<file path="src/rtl/pattern_sequencer.sv">
// Double-banked p/n pattern sequencer for gate drivers: dead time on every pwm edge,
// then steps through the active bank's pattern, holding or wrapping at the end.
module pattern_sequencer #(
    parameter int unsigned WIDTH  = 8,
    parameter int unsigned STEP_W = 3,
    parameter int unsigned DEAD_W = 3,
    parameter int unsigned DIV_W  = 4
) (
    input  logic              clk,
    input  logic              reset,
    input  logic              pwm,
    input  logic [DEAD_W-1:0] dead_cycles,
    input  logic [DIV_W-1:0]  step_div,
    input  logic              wrap_mode,
    input  logic              wr_en,
    input  logic              wr_phase,
    input  logic [STEP_W-1:0] wr_addr,
    input  logic [WIDTH-1:0]  wr_data,
    input  logic              commit,
    output logic [WIDTH-1:0]  p_drive,
    output logic [WIDTH-1:0]  n_drive,
    output logic [STEP_W-1:0] step,
    output logic              dead,
    output logic              bank,
    output logic              commit_pending
);

    localparam int unsigned NSTEPS = 2 ** STEP_W;

    typedef enum logic [1:0] {
        S_DEAD,
        S_RUN,
        S_HOLD
    } state_t;

    state_t state, state_nxt;

    logic [1:0][NSTEPS-1:0][WIDTH-1:0] p_tbl;
    logic [1:0][NSTEPS-1:0][WIDTH-1:0] n_tbl;

    logic              pwm_prev;
    logic              phase, phase_nxt;
    logic              pwm_edge;
    logic              load;
    logic [DEAD_W-1:0] dead_load;
    logic [DEAD_W-1:0] dead_cnt, dead_cnt_nxt;
    logic [DIV_W-1:0]  div_cnt, div_cnt_nxt;
    logic [STEP_W-1:0] step_nxt;
    logic [WIDTH-1:0]  p_nxt, n_nxt;
    logic              dead_nxt, bank_nxt, pending_nxt;

    // A dead_cycles of 0 still gives one dead cycle.
    assign dead_load = (dead_cycles == '0) ? '0 : dead_cycles - DEAD_W'(1);
    assign pwm_edge  = (pwm != pwm_prev);

    always_ff @(posedge clk) begin
        if (reset) state <= S_DEAD;
        else       state <= state_nxt;
    end

    always_comb begin
        state_nxt    = state;
        phase_nxt    = phase;
        dead_cnt_nxt = dead_cnt;
        div_cnt_nxt  = div_cnt;
        step_nxt     = step;
        p_nxt        = p_drive;
        n_nxt        = n_drive;
        dead_nxt     = dead;
        bank_nxt     = bank;
        pending_nxt  = commit_pending | commit;
        load         = 1'b0;

        if (pwm_edge) begin
            // Any edge restarts dead time with the new phase; a pending swap lands here.
            state_nxt    = S_DEAD;
            phase_nxt    = pwm;
            dead_cnt_nxt = dead_load;
            dead_nxt     = 1'b1;
            p_nxt        = '1;
            n_nxt        = '0;
            if (pending_nxt) begin
                bank_nxt    = ~bank;
                pending_nxt = 1'b0;
            end
        end else begin
            case (state)
                S_DEAD: begin
                    if (dead_cnt == '0) begin
                        state_nxt   = S_RUN;
                        step_nxt    = '0;
                        div_cnt_nxt = '0;
                        dead_nxt    = 1'b0;
                        load        = 1'b1;
                    end else begin
                        dead_cnt_nxt = dead_cnt - DEAD_W'(1);
                    end
                end
                S_RUN: begin
                    if (div_cnt >= step_div) begin
                        div_cnt_nxt = '0;
                        if (step == STEP_W'(NSTEPS - 1)) begin
                            if (wrap_mode) begin
                                step_nxt = '0;
                                load     = 1'b1;
                            end else begin
                                state_nxt = S_HOLD;
                            end
                        end else begin
                            step_nxt = step + STEP_W'(1);
                            load     = 1'b1;
                        end
                    end else begin
                        div_cnt_nxt = div_cnt + DIV_W'(1);
                        load        = 1'b1;
                    end
                end
                S_HOLD: begin
                    state_nxt = S_HOLD;
                end
                default: begin
                    state_nxt = S_DEAD;
                    dead_nxt  = 1'b1;
                    p_nxt     = '1;
                    n_nxt     = '0;
                end
            endcase
        end

        if (load) begin
            p_nxt = phase ? p_tbl[bank][step_nxt] : '1;
            n_nxt = phase ? '0 : n_tbl[bank][step_nxt];
        end
    end

    always_ff @(posedge clk) begin
        if (reset) begin
            pwm_prev       <= pwm;
            phase          <= pwm;
            dead_cnt       <= dead_load;
            div_cnt        <= '0;
            step           <= '0;
            p_drive        <= '1;
            n_drive        <= '0;
            dead           <= 1'b1;
            bank           <= 1'b0;
            commit_pending <= 1'b0;
        end else begin
            pwm_prev       <= pwm;
            phase          <= phase_nxt;
            dead_cnt       <= dead_cnt_nxt;
            div_cnt        <= div_cnt_nxt;
            step           <= step_nxt;
            p_drive        <= p_nxt;
            n_drive        <= n_nxt;
            dead           <= dead_nxt;
            bank           <= bank_nxt;
            commit_pending <= pending_nxt;
        end
    end

    // Writes target the shadow bank as seen before any swap this cycle.
    always_ff @(posedge clk) begin
        if (reset) begin
            p_tbl <= '1;
            n_tbl <= '0;
        end else if (wr_en) begin
            if (wr_phase) p_tbl[~bank][wr_addr] <= wr_data;
            else          n_tbl[~bank][wr_addr] <= wr_data;
        end
    end

endmodule

</file>
<file path="config.mk">
export PLATFORM = sky130hd
export DESIGN_NAME = pattern_sequencer
export DESIGN_NICKNAME = d
export VERILOG_FILES = /design/src/rtl/pattern_sequencer.sv
export SDC_FILE = /design/constraint.sdc
export NUM_CORES = 1
export LEC_CHECK = 0
export ABC_AREA = 0
export BUFFER_PORTS_ARGS = -buffer_cell sky130_fd_sc_hd__buf_2
export CAP_MARGIN = 20
export CORE_MARGIN = 2
export CORE_UTILIZATION = 55
export CTS_CLUSTER_DIAMETER = 150
export DETAILED_ROUTE_END_ITERATION = 16
export PLACE_DENSITY = 0.82
export SYNTH_ARGS = -nofsm -noshare
export SYNTH_HDL_FRONTEND = slang
export SYNTH_SLANG_ARGS = --single-unit
</file>
<file path="constraint.sdc">
create_clock -name clk -period 3.4 [get_ports clk]
set_input_delay 1.02 -clock clk [delete_from_list [all_inputs] [get_ports clk]]
set_output_delay 1.02 -clock clk [all_outputs]
set_load 0.02 [all_outputs]
</file>
; After elaboration in Yosys (flattened, before gate mapping)
; Index checks and enable logic that the tools add are counted.
[word_totals]
ff_bits = 289
latchBits = 0
memories = 0
ramBits = 0
rom_bits = 0
[classes]
n_bitwise = 5
multipliers = 0
n_shift = 0
reduce_logical = 18
muxes = 51
magnitude_cmp = 7
n_eq_ne = 10
addsub = 4
n_div = 0
[ops]
columns = op, count
row1 = 2-to-1 mux 64 bit, 5
row2 = bitwise mux 128 bit, 2
row3 = 2-to-1 mux 8 bit, 11
row4 = demux 64 bit (select 1 bit), 1
row5 = binary-select mux 8 bit (select 3 bit), 2
row6 = 2-to-1 mux 3 bit, 10
row7 = demux 8 bit (select 3 bit), 1
row8 = AND reduction 2 bit, 5
row9 = < comparator 3 x 4 -> 1 bit (second input constant), 2
row10 = 2-to-1 mux 1 bit, 8
row11 = 2-to-1 mux 2 bit, 4
row12 = 2-to-1 mux 4 bit, 2
row13 = inequality test 2 bit (second input constant), 4
row14 = case mux 4 bit (2 select lines), 1
row15 = zero test 3 bit, 2
row16 = case mux 2 bit (3 select lines), 1
row17 = case mux 3 bit (2 select lines), 1
row18 = subtractor 3 x 1 -> 3 bit (second input constant), 2
row19 = adder 4 x 1 -> 4 bit (second input constant), 1
row20 = >= comparator 4 bit, 1
row21 = < comparator 1 x 2 -> 1 bit (second input constant), 2
row22 = inverter 1 bit, 4
row23 = case mux 1 bit (2 select lines), 2
row24 = AND reduction 4 bit, 1
row25 = other kinds (17), 20

; Longest topological paths before layout
; Gate-level depths: netlist of run 1.
[logic_depth]
ltp_word = 9
ltp_mapped = 13

; Least setup slack after synthesis of run 1
; Ideal clock, no wire load.
[synth_timing]
kind = input-to-reg
start = input port step_div[0]
end = register n_drive[2]
path_slack_ns = -0.038
setup_time_ns = 0.132
required_time_ns = 3.268
t_arrival_ns = 3.306
stages = 10
path_cell_list = ha_1 > nand2b_4 > a2111oi_4 > o31a_1 > o22a_1 > buf_6 > buf_4 > mux4_2 > a32oi_1 > o211ai_1
[synth_between]
elab_chain_len = 8
elab_cells_between_ends = 12
cone_classes = order compare (1) / eq/ne (1) / mux (10)
[synth_rtl]
columns = element, line_no
row1 = "start, declared", 13  ; input logic [DIV_W-1:0] step_div,
row2 = >= comparator 4 bit *, 100  ; if (div_cnt >= step_div) begin
row3 = 2-to-1 mux 3 bit, 100
row4 = case mux 3 bit (2 select lines), 87  ; case (state)
row5 = 2-to-1 mux 3 bit, 74  ; if (pwm_edge) begin
row6 = binary-select mux 8 bit (select 3 bit), 132  ; n_nxt = phase ? '0 : n_tbl[bank][step_nxt];
row7 = 2-to-1 mux 8 bit (not written as such), 132
row8 = 2-to-1 mux 8 bit, 132
row9 = 2-to-1 mux 8 bit, 130  ; if (load) begin
row10 = "end signal, assigned", 155  ; n_drive <= n_nxt;
row11 = "end, declared", 21  ; output logic [WIDTH-1:0] n_drive,
; Mark *: on every way between the ends. The rest lies on a longest branch, timed or not. The select of a mux whose other input is x is not followed.
; A chain may end at the register's enable or synchronous reset.

; Worst setup path in the final report of run 1
[layout_timing]
start = input port step_div[0]
end = register n_drive[1]
; The elaborated chain is that of the path after synthesis.

==> results of run 1 <==
-- kinds of logic after synthesis --
kind of cell             Yosys count  synth area share [%]
AO/OA/AOI/OAI                    227                 13.72
XOR/XNOR                           3                0.2033
adder cells (fa/ha/maj)           14                 1.355
buffers and inverters            116                 3.775
flip-flops                       289                 45.07
multiplexers                     177                 19.20
AND/OR/NAND/NOR                  437                 16.68
-- power by group --
part | switching (mW) | total [mW] | internal (mW) | leakage, nW
Clock | 1.26 | 3.00 | 1.73 | 0.429
Sequential | 0.0361 | 3.48 | 3.44 | 2.35
Combinational | 0.315 | 0.485 | 0.169 | 2.44
Total | 1.62 | 6.96 | 5.35 | 5.21
-- worst max-delay path: cells and delay by family --
kind	cells	cell delay (ps)
muxes	1	540
and+or+nand+nor	1	150
adders and majority gates	1	280
buffers and inverters	2	390
AOI/OAI and AO/OA	5	1190
-- cells in the final DEF (no fill, tap or decap), types with 35 or more instances in the layout --
master,synthesis,final
dfxtp_1,285,284
nor2_1,145,145
a211o_1,123,123
nand2_1,82,82
nor2b_1,127,127
mux2i_1,113,113
buf_4,2,54
a21oi_1,35,35
buf_2,5,46
mux4_2,56,56
-- layer usage --
layer / routed length (um) / share of wire (%)
met1: 13650 / 43
met2: 15160 / 48
met3: 2295 / 7.2
met4: 713 / 2.2
met5: 13 / 0.041
-- registers in the layout, summed over array words and instances (netlist names) --
name and count:
n_tbl 128, p_tbl 128, n_drive 8, p_drive 8
div_cnt 4, dead_cnt 3, step 3, state 2
bank 1, commit_pending 1, dead 1, phase 1
pwm_prev 1
-- area by class of cell --
class,count,area [um^2],area share (%)
multi-input cells,858,6643,45.56
flip-flops and latches,289,5829,39.98
clock buffers,42,824.5,5.655
repair buffers,107,767.0,5.260
well taps,319,399.1,2.738
inverters,16,60.06,0.4119
clock inverters,5,52.55,0.3604
diodes,2,5.005,0.03433
-- worst paths after layout --
check | from | to | slack [ps] | depth (start not counted)
worst min register to register | n_tbl[98] | n_tbl[98] | 460 | 2
worst min-delay path | n_tbl[98] | n_tbl[98] | 460 | 2
worst max register to register | div_cnt[0] | n_drive[1] | 390 | 10
worst max-delay path | step_div[0] | n_drive[1] | 230 | 10
-- per-stage QoR --
stage / util, % / cells
2_1_floorplan: - / 1263
3_3_place_gp: 58.86 / 1588
3_5_place_dp: 58.86 / 1588
4_1_cts: 62.63 / 1635
5_1_grt: 62.67 / 1637
6_report: 62.68 / 1638
==> out/qor.yml, run 1 <==
status: "completed"
die_h_um: 157.3
synth_seq_cells: 289
maxSlewHeadroom_pct: 2.330
yosys.area.top_type: "dfxtp_1"
hold_class: "flip-flop to flip-flop"
ys_warn_count: 0
grt_pass1_vias: 9635
synth_top_area_share_pct: 44.14
worst-path-max-fanout: 14
overflow: 0
fin_nets: 1340
io_buffers: 46
cap_violations: 0
fmax_mhz: 315.9
io_pins: 47
yosysUniqueCellTypes: 51
cts_setup_buffers: 0
endpoint_kind: "flip-flop"
die_w_um: 157.3
drive_gt1_share_pct: 16.86
skew_ps: 6.026
gp_congestion: 0.8262
finalSetupViolations: 0
rows: 56
cts_tree: "built"
met3_usage_pct: 4.295
dr_total_vias: 9912
drc: 0
worstPathArrival_ps: 3570
synthTopCellsByArea: "dfxtp_1 (44%), mux4_2 (9.8%), mux2i_1 (8.8%)"
dp_slack_ps: -236.3
clockBufferDepth: 3
dr.pass1.iters: 5
holdWs_ps: 455.1
synth-main-ff-cell: "dfxtp_1"
grtUsageMet1_pct: 33.79
postCtsHoldBufs: 0
syn_to_final_growth_pct: 12.80
clk_pin_slew_ps: 60
drt_iter0_drc: 1043
power.density_nw_per_um2: 477.6
path_cells: "buf_2, ha_1, nand2b_4, a2111oi_4, o31a_1, o22a_4, buf_4, mux4_2, a22oi_1, o211ai_1"
crit_slowest_cell: "mux4_2"
wl_per_cell_um: 19.44
yosysMostFrequentCell: "dfxtp_1"
cp.required_ps: 3800
vias_per_cell: 6.051
seq_area_frac_synth_pct: 45.07
async_flop_share_pct: 0
syn_inst: 1263
grt_pass1_wl_um: 50310
stdcell_area_um2: 14580
worst_pin_slew_ps: 1465
dpl_cell_area_um2: 13690
start_kind: "primary input"
synth_common_cells: "dfxtp_1 (285), nor2_1 (145), nor2b_1 (127)"
insertion_delay_ps: 530
route.antenna.remaining_nets: 0
cts.sinks: 289
rsz0062_at_grt: "false"
htree_levels: 1
hold_viol: 0
slowest_delay_ps: 540
avgSynthCellArea_um2: 10.23
clockRootBuffer: "clkbuf_16"
ctsResizeCount: 0
antenna_found_initial: 3
fill_cells: 1803
ir_drop_v: 0.0003266
grt_usage_pct: 25.64
grt_max_degree: 265
dieArea_um2: 24740
syn-num-nets: 1302
wirelength_um: 31840
worstSetupPathType: "primary input to flip-flop"
gr-usage-met2_pct: 43.25
fin_tns_setup_ps: 0
p_total_mw: 6.964
start_util_pct: 55.57
synth_area_um2: 12930
coreArea_um2: 23260
period_needed_ps: 3166
p_leak_nw: 5.215
cts_buffers: 29
fin_crit_sh_pct: 93.11
place_hpwl_um: 19620
synth-edff-count: 4
drv_slew: 0
busiest_layer: "met2"
setup_ws_ps: 234.4
(Power assumes the default switching activity.)
==> run 2, diff against run 1 <==
--- a/config.mk
+++ b/config.mk
@@ -12,7 +12,8 @@
 export CORE_UTILIZATION = 55
 export CTS_CLUSTER_DIAMETER = 150
 export DETAILED_ROUTE_END_ITERATION = 16
-export PLACE_DENSITY = 0.82
+export MAX_ROUTING_LAYER = met4
+export PLACE_DENSITY = 0.74
 export SYNTH_ARGS = -nofsm -noshare
 export SYNTH_HDL_FRONTEND = slang
 export SYNTH_SLANG_ARGS = --single-unit
==> run 2 against run 1 <==
Effect of this change: routed wire length up 0.65%; first-iteration DRC count fell by 30%; non-clock buffer count down 1; sequential share of layout area down 0.54 points; via count down 0.86%; clock power is 13% higher; critical path depth increased by 2.
==> out/qor.yml, run 2 (same netlist as run 1, synthesis figures left out) <==
place_hpwl_um: 19810  # was 19620 um
insertion_delay_ps: 550  # was 530 ps
drt_iter0_drc: 733  # was 1043
cts_tree: "built"  # unchanged
antenna_found_initial: 3  # unchanged
fill_cells: 1872  # was 1803
die_h_um: 157.3  # unchanged
crit_slowest_cell: "mux4_2"  # unchanged
dieArea_um2: 24740  # unchanged
dp_slack_ps: -361.2  # was -236.3 ps
drc: 0  # unchanged
endpoint_kind: "flip-flop"  # unchanged
finalSetupViolations: 0  # unchanged
hold_viol: 0  # unchanged
path_cells: "buf_2, ha_1, nand2b_4, a2111oi_4, buf_4, nor4_2, o22a_4, buf_12, buf_12, mux4_2, a22oi_1, o211ai_1"  # was buf_2, ha_1, nand2b_4, a2111oi_4, o31a_1, o22a_4, buf_4, mux4_2, a22oi_1, o211ai_1
p_leak_nw: 5.315  # was 5.215 nW
worst_pin_slew_ps: 1017  # was 1465 ps
vias_per_cell: 5.967  # was 6.051
start_kind: "primary input"  # unchanged
worstSetupPathType: "primary input to flip-flop"  # unchanged
maxSlewHeadroom_pct: 31.68  # was 2.330%
io_buffers: 46  # unchanged
ir_drop_v: 0.0003399  # was 0.0003266 V
slowest_delay_ps: 530  # was 540 ps
setup_ws_ps: 152.7  # was 234.4 ps
min-delay-start: "n_tbl[64]"  # was n_tbl[98]
grt_usage_pct: 26.40  # was 25.64%
overflow: 0  # unchanged
worstReg2RegStart: "div_cnt[0]"  # unchanged
hold_class: "flip-flop to flip-flop"  # unchanged
drv_slew: 0  # unchanged
min_to: "n_tbl[64]"  # was n_tbl[98]
power.density_nw_per_um2: 498.0  # was 477.6 nW/um^2
dr.pass1.iters: 5  # unchanged
start_util_pct: 55.57  # unchanged
reg2reg_to: "n_drive[7]"  # was n_drive[1]
r2r_setup_slack_ps: 280  # was 390 ps
grt_max_degree: 81  # was 265
critPathBufInv: 4  # was 2
fin_crit_sh_pct: 95.51  # was 93.11%
route.antenna.remaining_nets: 0  # unchanged
fin_nets: 1340  # unchanged
worstPathArrival_ps: 3670  # was 3570 ps
skew_ps: 13.81  # was 6.026 ps
wirelength_um: 32040  # was 31840 um
cts.sinks: 289  # unchanged
grt_pass1_wl_um: 49830  # was 50310 um
clockBufferDepth: 3  # unchanged
fin_tns_setup_ps: 0  # unchanged
final_cell_mix: "dfxtp_1 (284), nor2_1 (145), nor2b_1 (127), a211o_1 (123), mux2i_1 (113)"  # unchanged
io_pins: 47  # unchanged
critical_path.most_common_cell: "buf_12"
clockRootBuffer: "clkbuf_16"  # unchanged
cp.required_ps: 3820  # was 3800 ps
wl_per_cell_um: 19.46  # was 19.44 um
status: "completed"  # unchanged
final_common_cell: "dfxtp_1"  # unchanged
worst-path-max-fanout: 9  # was 14
grt_pass1_vias: 9312  # was 9635
htree_levels: 1  # unchanged
gp_congestion: 0.8136  # was 0.8262
period_needed_ps: 3247  # was 3166 ps
reg.largest.list: "n_tbl x128, p_tbl x128"  # unchanged
die_w_um: 157.3  # unchanged
syn_to_final_growth_pct: 14.34  # was 12.80%
hold_depth: 2  # unchanged
rows: 56  # unchanged
reg2regPathDepth: 12  # was 10
fmax_mhz: 307.9  # was 315.9 MHz
clk_pin_slew_ps: 60  # about the same
cap_violations: 0  # unchanged
rsz0062_at_grt: "false"  # unchanged
cp_top_family: "compound AO/OA/AOI/OAI gates"  # unchanged
drive_gt1_share_pct: 17.81  # was 16.86%
coreArea_um2: 23260  # unchanged
dr_total_vias: 9827  # was 9912
cts_buffers: 30  # was 29
==> run 2: cell types whose count changed in the layout (fill, tap and decap cells not counted) <==
cell       before  now
buf_6           1    0
diode_2         2    3
nor3b_2         0    1
buf_12          6    8
clkbuf_1        8    3
buf_2          46   45
clkinv_2        3    8
clkbuf_16      29   31
buf_4          54   52
nor3b_1         1    0
clkbuf_8        5   12
bufinv_16       1    2
==> run 2: per-stage QoR <==
stage | power [mW] | utilization [%] | hold slack, ps | cells | area, um^2
2_1_floorplan | 3.872 | - | 433.1 | 1263 | 12930
3_3_place_gp | 4.021 | 58.98 | 439.2 | 1588 | 13720
3_5_place_dp | 4.031 | 58.98 | 443.1 | 1588 | 13720
4_1_cts | 7.397 | 63.48 | 455.0 | 1644 | 14770
5_1_grt | 7.584 | 63.53 | 473.0 | 1647 | 14780
6_report | 7.360 | 63.53 | 455.6 | 1647 | 14780
==> run 2: worst max-delay path by stage <==
stage                      startpoint    endpoint  slack (ps)  depth (start not counted)
after global placement    step_div[0]  n_drive[1]        -320                         11
final                     step_div[0]  n_drive[7]         150                         12
after detailed placement  step_div[0]  n_drive[7]        -360                         12
after CTS                 step_div[0]  n_drive[7]         180                         12
after floorplan           step_div[0]  n_drive[2]          10                         10
after global routing      step_div[0]  n_drive[4]           4                         11
==> run 2: report_power, final <==
part           total (mW)  leakage [nW]  switching [mW]  internal [mW]
sequential           3.48          2.35          0.0378           3.44
combinational       0.481          2.44           0.310          0.171
clock                3.40         0.524            1.35           2.05
==> run 2: layout make-up <==
type	instances	area (um^2)	share of cell area (%)
clock inverters	11	107.6	0.7281
repair buffers	106	789.5	5.342
multi-input cells	858	6648	44.98
flip-flops and latches	289	5829	39.44
clock buffers	45	938.4	6.349
well taps	319	399.1	2.701
diodes	3	7.507	0.05080
inverters	16	60.06	0.4064
==> run 2: worst min-delay path: stages (launching register included) <==
cell     delay, ps
dfxtp_1        310
nand2_1         50
a21oi_1         50
==> run 2: what timing repair did <==
action                                 CTS  global route
hold buffers                             0             0
buffers inserted                         0             0
setup endpoints to repair                0             2
gates resized for setup                  0             1
endpoints found under the hold margin    0             0
==> run 2: layer usage <==
metal  routed length [um]  part of all wire [%]  track usage [%]  up-vias
li1                     -                     -                -     4602
met1                14230                    44            34.36     4837
met2                14950                    47            42.25      331
met3                 2106                   6.6            4.901       57
met4                  750                   2.3            7.792        0
met5                    0                     0                -        -
==> run 3, diff against run 2 <==
--- a/config.mk
+++ b/config.mk
@@ -9,11 +9,11 @@
 export BUFFER_PORTS_ARGS = -buffer_cell sky130_fd_sc_hd__buf_2
 export CAP_MARGIN = 20
 export CORE_MARGIN = 2
-export CORE_UTILIZATION = 55
+export CORE_UTILIZATION = 40
 export CTS_CLUSTER_DIAMETER = 150
 export DETAILED_ROUTE_END_ITERATION = 16
 export MAX_ROUTING_LAYER = met4
-export PLACE_DENSITY = 0.74
+export PLACE_DENSITY = 0.55
 export SYNTH_ARGS = -nofsm -noshare
 export SYNTH_HDL_FRONTEND = slang
 export SYNTH_SLANG_ARGS = --single-unit
==> constraint.sdc (replaced) <==
create_clock -name clk -period 3.35 [get_ports clk]
set_input_delay 1.005 -clock clk [delete_from_list [all_inputs] [get_ports clk]]
set_output_delay 1.005 -clock clk [all_outputs]
set_load 0.02 [all_outputs]
==> run 3 against run 2 <==
Effect of this change: register-to-register slack improved by 80 ps; non-clock buffer count rose by 17; sequential cell count did not move; clock-buffer cell count rose by 4; via count fell by 1.9%; setup slack improved by 39 ps; final cell count rose by 6.2%; sequential share of layout area fell by 0.78 points; first-iteration DRC count fell by 4.1%; global-route usage fell by 5.1 points; clock skew fell by 0.67 ps; highest routed layer unchanged.
==> out/qor.yml, run 3 (same netlist as run 1, synthesis figures left out) <==
p_seq_share_pct: 46.3  # was 47.3%
slowest_delay_ps: 400  # was 530 ps
dieArea_um2: 33770  # was 24740 um^2
hold_class: "flip-flop to flip-flop"  # unchanged
io_pins: 47  # unchanged
clk_pin_slew_ps: 60  # about the same
switching_share_pct: 23.57  # was 23.09%
final_common_cell: "dfxtp_1"  # unchanged
worst_pin_slew_ps: 899.6  # was 1017 ps
fin_crit_sh_pct: 94.27
multiInputGateArea_um2: 6648  # unchanged
wirelength_um: 34400  # was 32040 um
wl_per_cell_um: 19.67  # was 19.46 um
maxSlewHeadroom_pct: 40.03  # was 31.68%
dr_total_vias: 9640  # was 9827
reg2reg_to: "p_drive[1]"  # was n_drive[7]
rsz0062_at_grt: "false"  # unchanged
finalSetupViolations: 0  # unchanged
start_kind: "primary input"  # unchanged
cts_setup_buffers: 0  # unchanged
start_util_pct: 40.75  # was 55.57%
htree_levels: 2  # was 1
hold_depth: 2  # unchanged
grt_pass1_vias: 9436  # was 9312
status: "completed"  # unchanged
dr.pass1.iters: 5  # unchanged
fin_nets: 1361  # was 1340
crit_slowest_cell: "a211oi_1"  # was mux4_2
gp_congestion: 0.7735  # was 0.8136
rows: 65  # was 56
cts_buffers: 34  # was 30
endpoint_kind: "flip-flop"  # unchanged
postCtsHoldBufs: 0  # unchanged
seqCellArea_um2: 5829  # unchanged
switching_power_mw: 1.801  # was 1.699 mW
vias_per_cell: 5.512  # was 5.967
p_leak_nw: 5.419  # was 5.315 nW
die_h_um: 183.8  # was 157.3 um
worstSetupPathType: "primary input to flip-flop"  # unchanged
worstPathArrival_ps: 3530  # was 3670 ps
cp.required_ps: 3720  # was 3820 ps
worst-path-max-fanout: 14  # was 9
ctsResizeCount: 0  # unchanged
r2r_setup_slack_ps: 360  # was 280 ps
io_buffers: 46  # unchanged
grt_pass1_wl_um: 54430  # was 49830 um
p_int_mw: 5.839  # was 5.661 mW
skew_ps: 13.14  # was 13.81 ps
die_w_um: 183.8  # was 157.3 um
top_layer_used: "met4"  # unchanged
drive_gt1_share_pct: 18.74  # was 17.81%
drv_slew: 0  # unchanged
drc: 0  # unchanged
path_cells: "buf_2, ha_1, nand2b_4, a2111oi_4, o31a_1, o22a_4, buf_12, buf_4, mux2i_1, nor2_1, a211oi_1, a31oi_1"  # was buf_2, ha_1, nand2b_4, a2111oi_4, buf_4, nor4_2, o22a_4, buf_12, buf_12, mux4_2, a22oi_1, o211ai_1
period_needed_ps: 3158
place_hpwl_um: 21410  # was 19810 um
insertion_delay_ps: 510  # was 550 ps
cts.sinks: 289  # unchanged
wl_met3_um: 1560  # was 2106 um
clockRootBuffer: "clkbuf_16"  # unchanged
reg2regPathDepth: 12  # unchanged
grt_max_degree: 132  # was 81
clockBufferDepth: 3  # unchanged
dr_wl_met2_um: 15700  # was 14950 um
min-delay-start: "n_tbl[103]"  # was n_tbl[64]
p_clk_share_pct: 47.1  # was 46.2%
reg.largest.list: "n_tbl x128, p_tbl x128"  # unchanged
cp_top_family: "compound AO/OA/AOI/OAI gates"  # unchanged
fill_cells: 2997  # was 1872
p_total_mw: 7.639  # was 7.360 mW
drt_iter0_drc: 703  # was 733
cap_violations: 0  # unchanged
hold_viol: 0  # unchanged
route.antenna.remaining_nets: 0  # unchanged
worstReg2RegStart: "div_cnt[0]"  # unchanged
overflow: 0  # unchanged
p_comb_share_pct: 6.7  # was 6.5%
fmax_mhz: 316.7
met1_length_um: 16470  # was 14230 um
antenna_found_initial: 2  # was 3
final_cell_mix: "dfxtp_1 (284), nor2_1 (145), nor2b_1 (127), a211o_1 (123), mux2i_1 (113)"  # unchanged
min_to: "n_tbl[103]"  # was n_tbl[64]
power.density_nw_per_um2: 506.7  # was 498.0 nW/um^2
grt_usage_pct: 21.27  # was 26.40%
ir_drop_v: 0.0003295  # was 0.0003399 V
coreArea_um2: 31720  # was 23260 um^2
holdWs_ps: 451.3  # was 455.6 ps
syn_to_final_growth_pct: 16.63  # was 14.34%
cts_tree: "built"  # unchanged
critPathBufInv: 3  # was 4
-- run 3: per-layer routing --
metal / up-vias / global-route usage, %
li1: 4657 / -
met4: 0 / 5.536
met3: 41 / 3.487
met1: 4743 / 29.16
met5: - / -
met2: 199 / 32.75
-- run 3: worst max path at each step --
stage | start | endpoint | cells after the start
after global routing | step_div[0] | p_drive[1] | 12
after CTS | step_div[0] | p_drive[1] | 12
final | step_div[0] | p_drive[1] | 12
after floorplan | step_div[0] | p_drive[7] | 10
after detailed placement | step_div[0] | p_drive[1] | 12
after global placement | step_div[0] | p_drive[1] | 12
-- run 3: metrics by stage --
step | cells | TNS, ps | setup slack, ps | area [um^2] | utilization (%)
after global routing | 1749 | 0 | 104.5 | 15080 | 47.53
after CTS | 1747 | 0 | 172.8 | 15070 | 47.51
after global placement | 1688 | -3719 | -304.0 | 13980 | 44.08
final | 1749 | 0 | 192.0 | 15080 | 47.53
after floorplan | 1263 | -8.367 | -8.367 | 12940 | -
after detailed placement | 1688 | -4046 | -355.3 | 13980 | 44.08
-- run 3: layout make-up --
type / instances / area share, %
Clock buffer: 49 / 6.689
Tap cell: 402 / 3.336
Clock inverter: 10 / 0.5312
Inverter: 16 / 0.3984
Timing Repair Buffer: 123 / 6.249
Multi-Input combinational cell: 858 / 44.10
Sequential cell: 289 / 38.67
Antenna cell: 2 / 0.03320
-- run 3: power groups by stage --
stage                     logic, mW  registers (mW)  clock network, mW
after floorplan               0.337            3.59                  0
after global placement        0.502            3.61                  0
after detailed placement      0.507            3.61                  0
after CTS                     0.509            3.53               3.68
after global routing          0.556            3.54               3.82
final                         0.509            3.53               3.60
-- run 3: worst register-to-register path, delay by kind of cell (launching register included) --
kind | cells | cell delay (ps)
adders and majority gates | 1 | 270
muxes | 1 | 230
buffers and inverters | 3 | 480
AOI/OAI and AO/OA | 5 | 1300
DFF | 1 | 360
and+or+nand+nor | 2 | 230
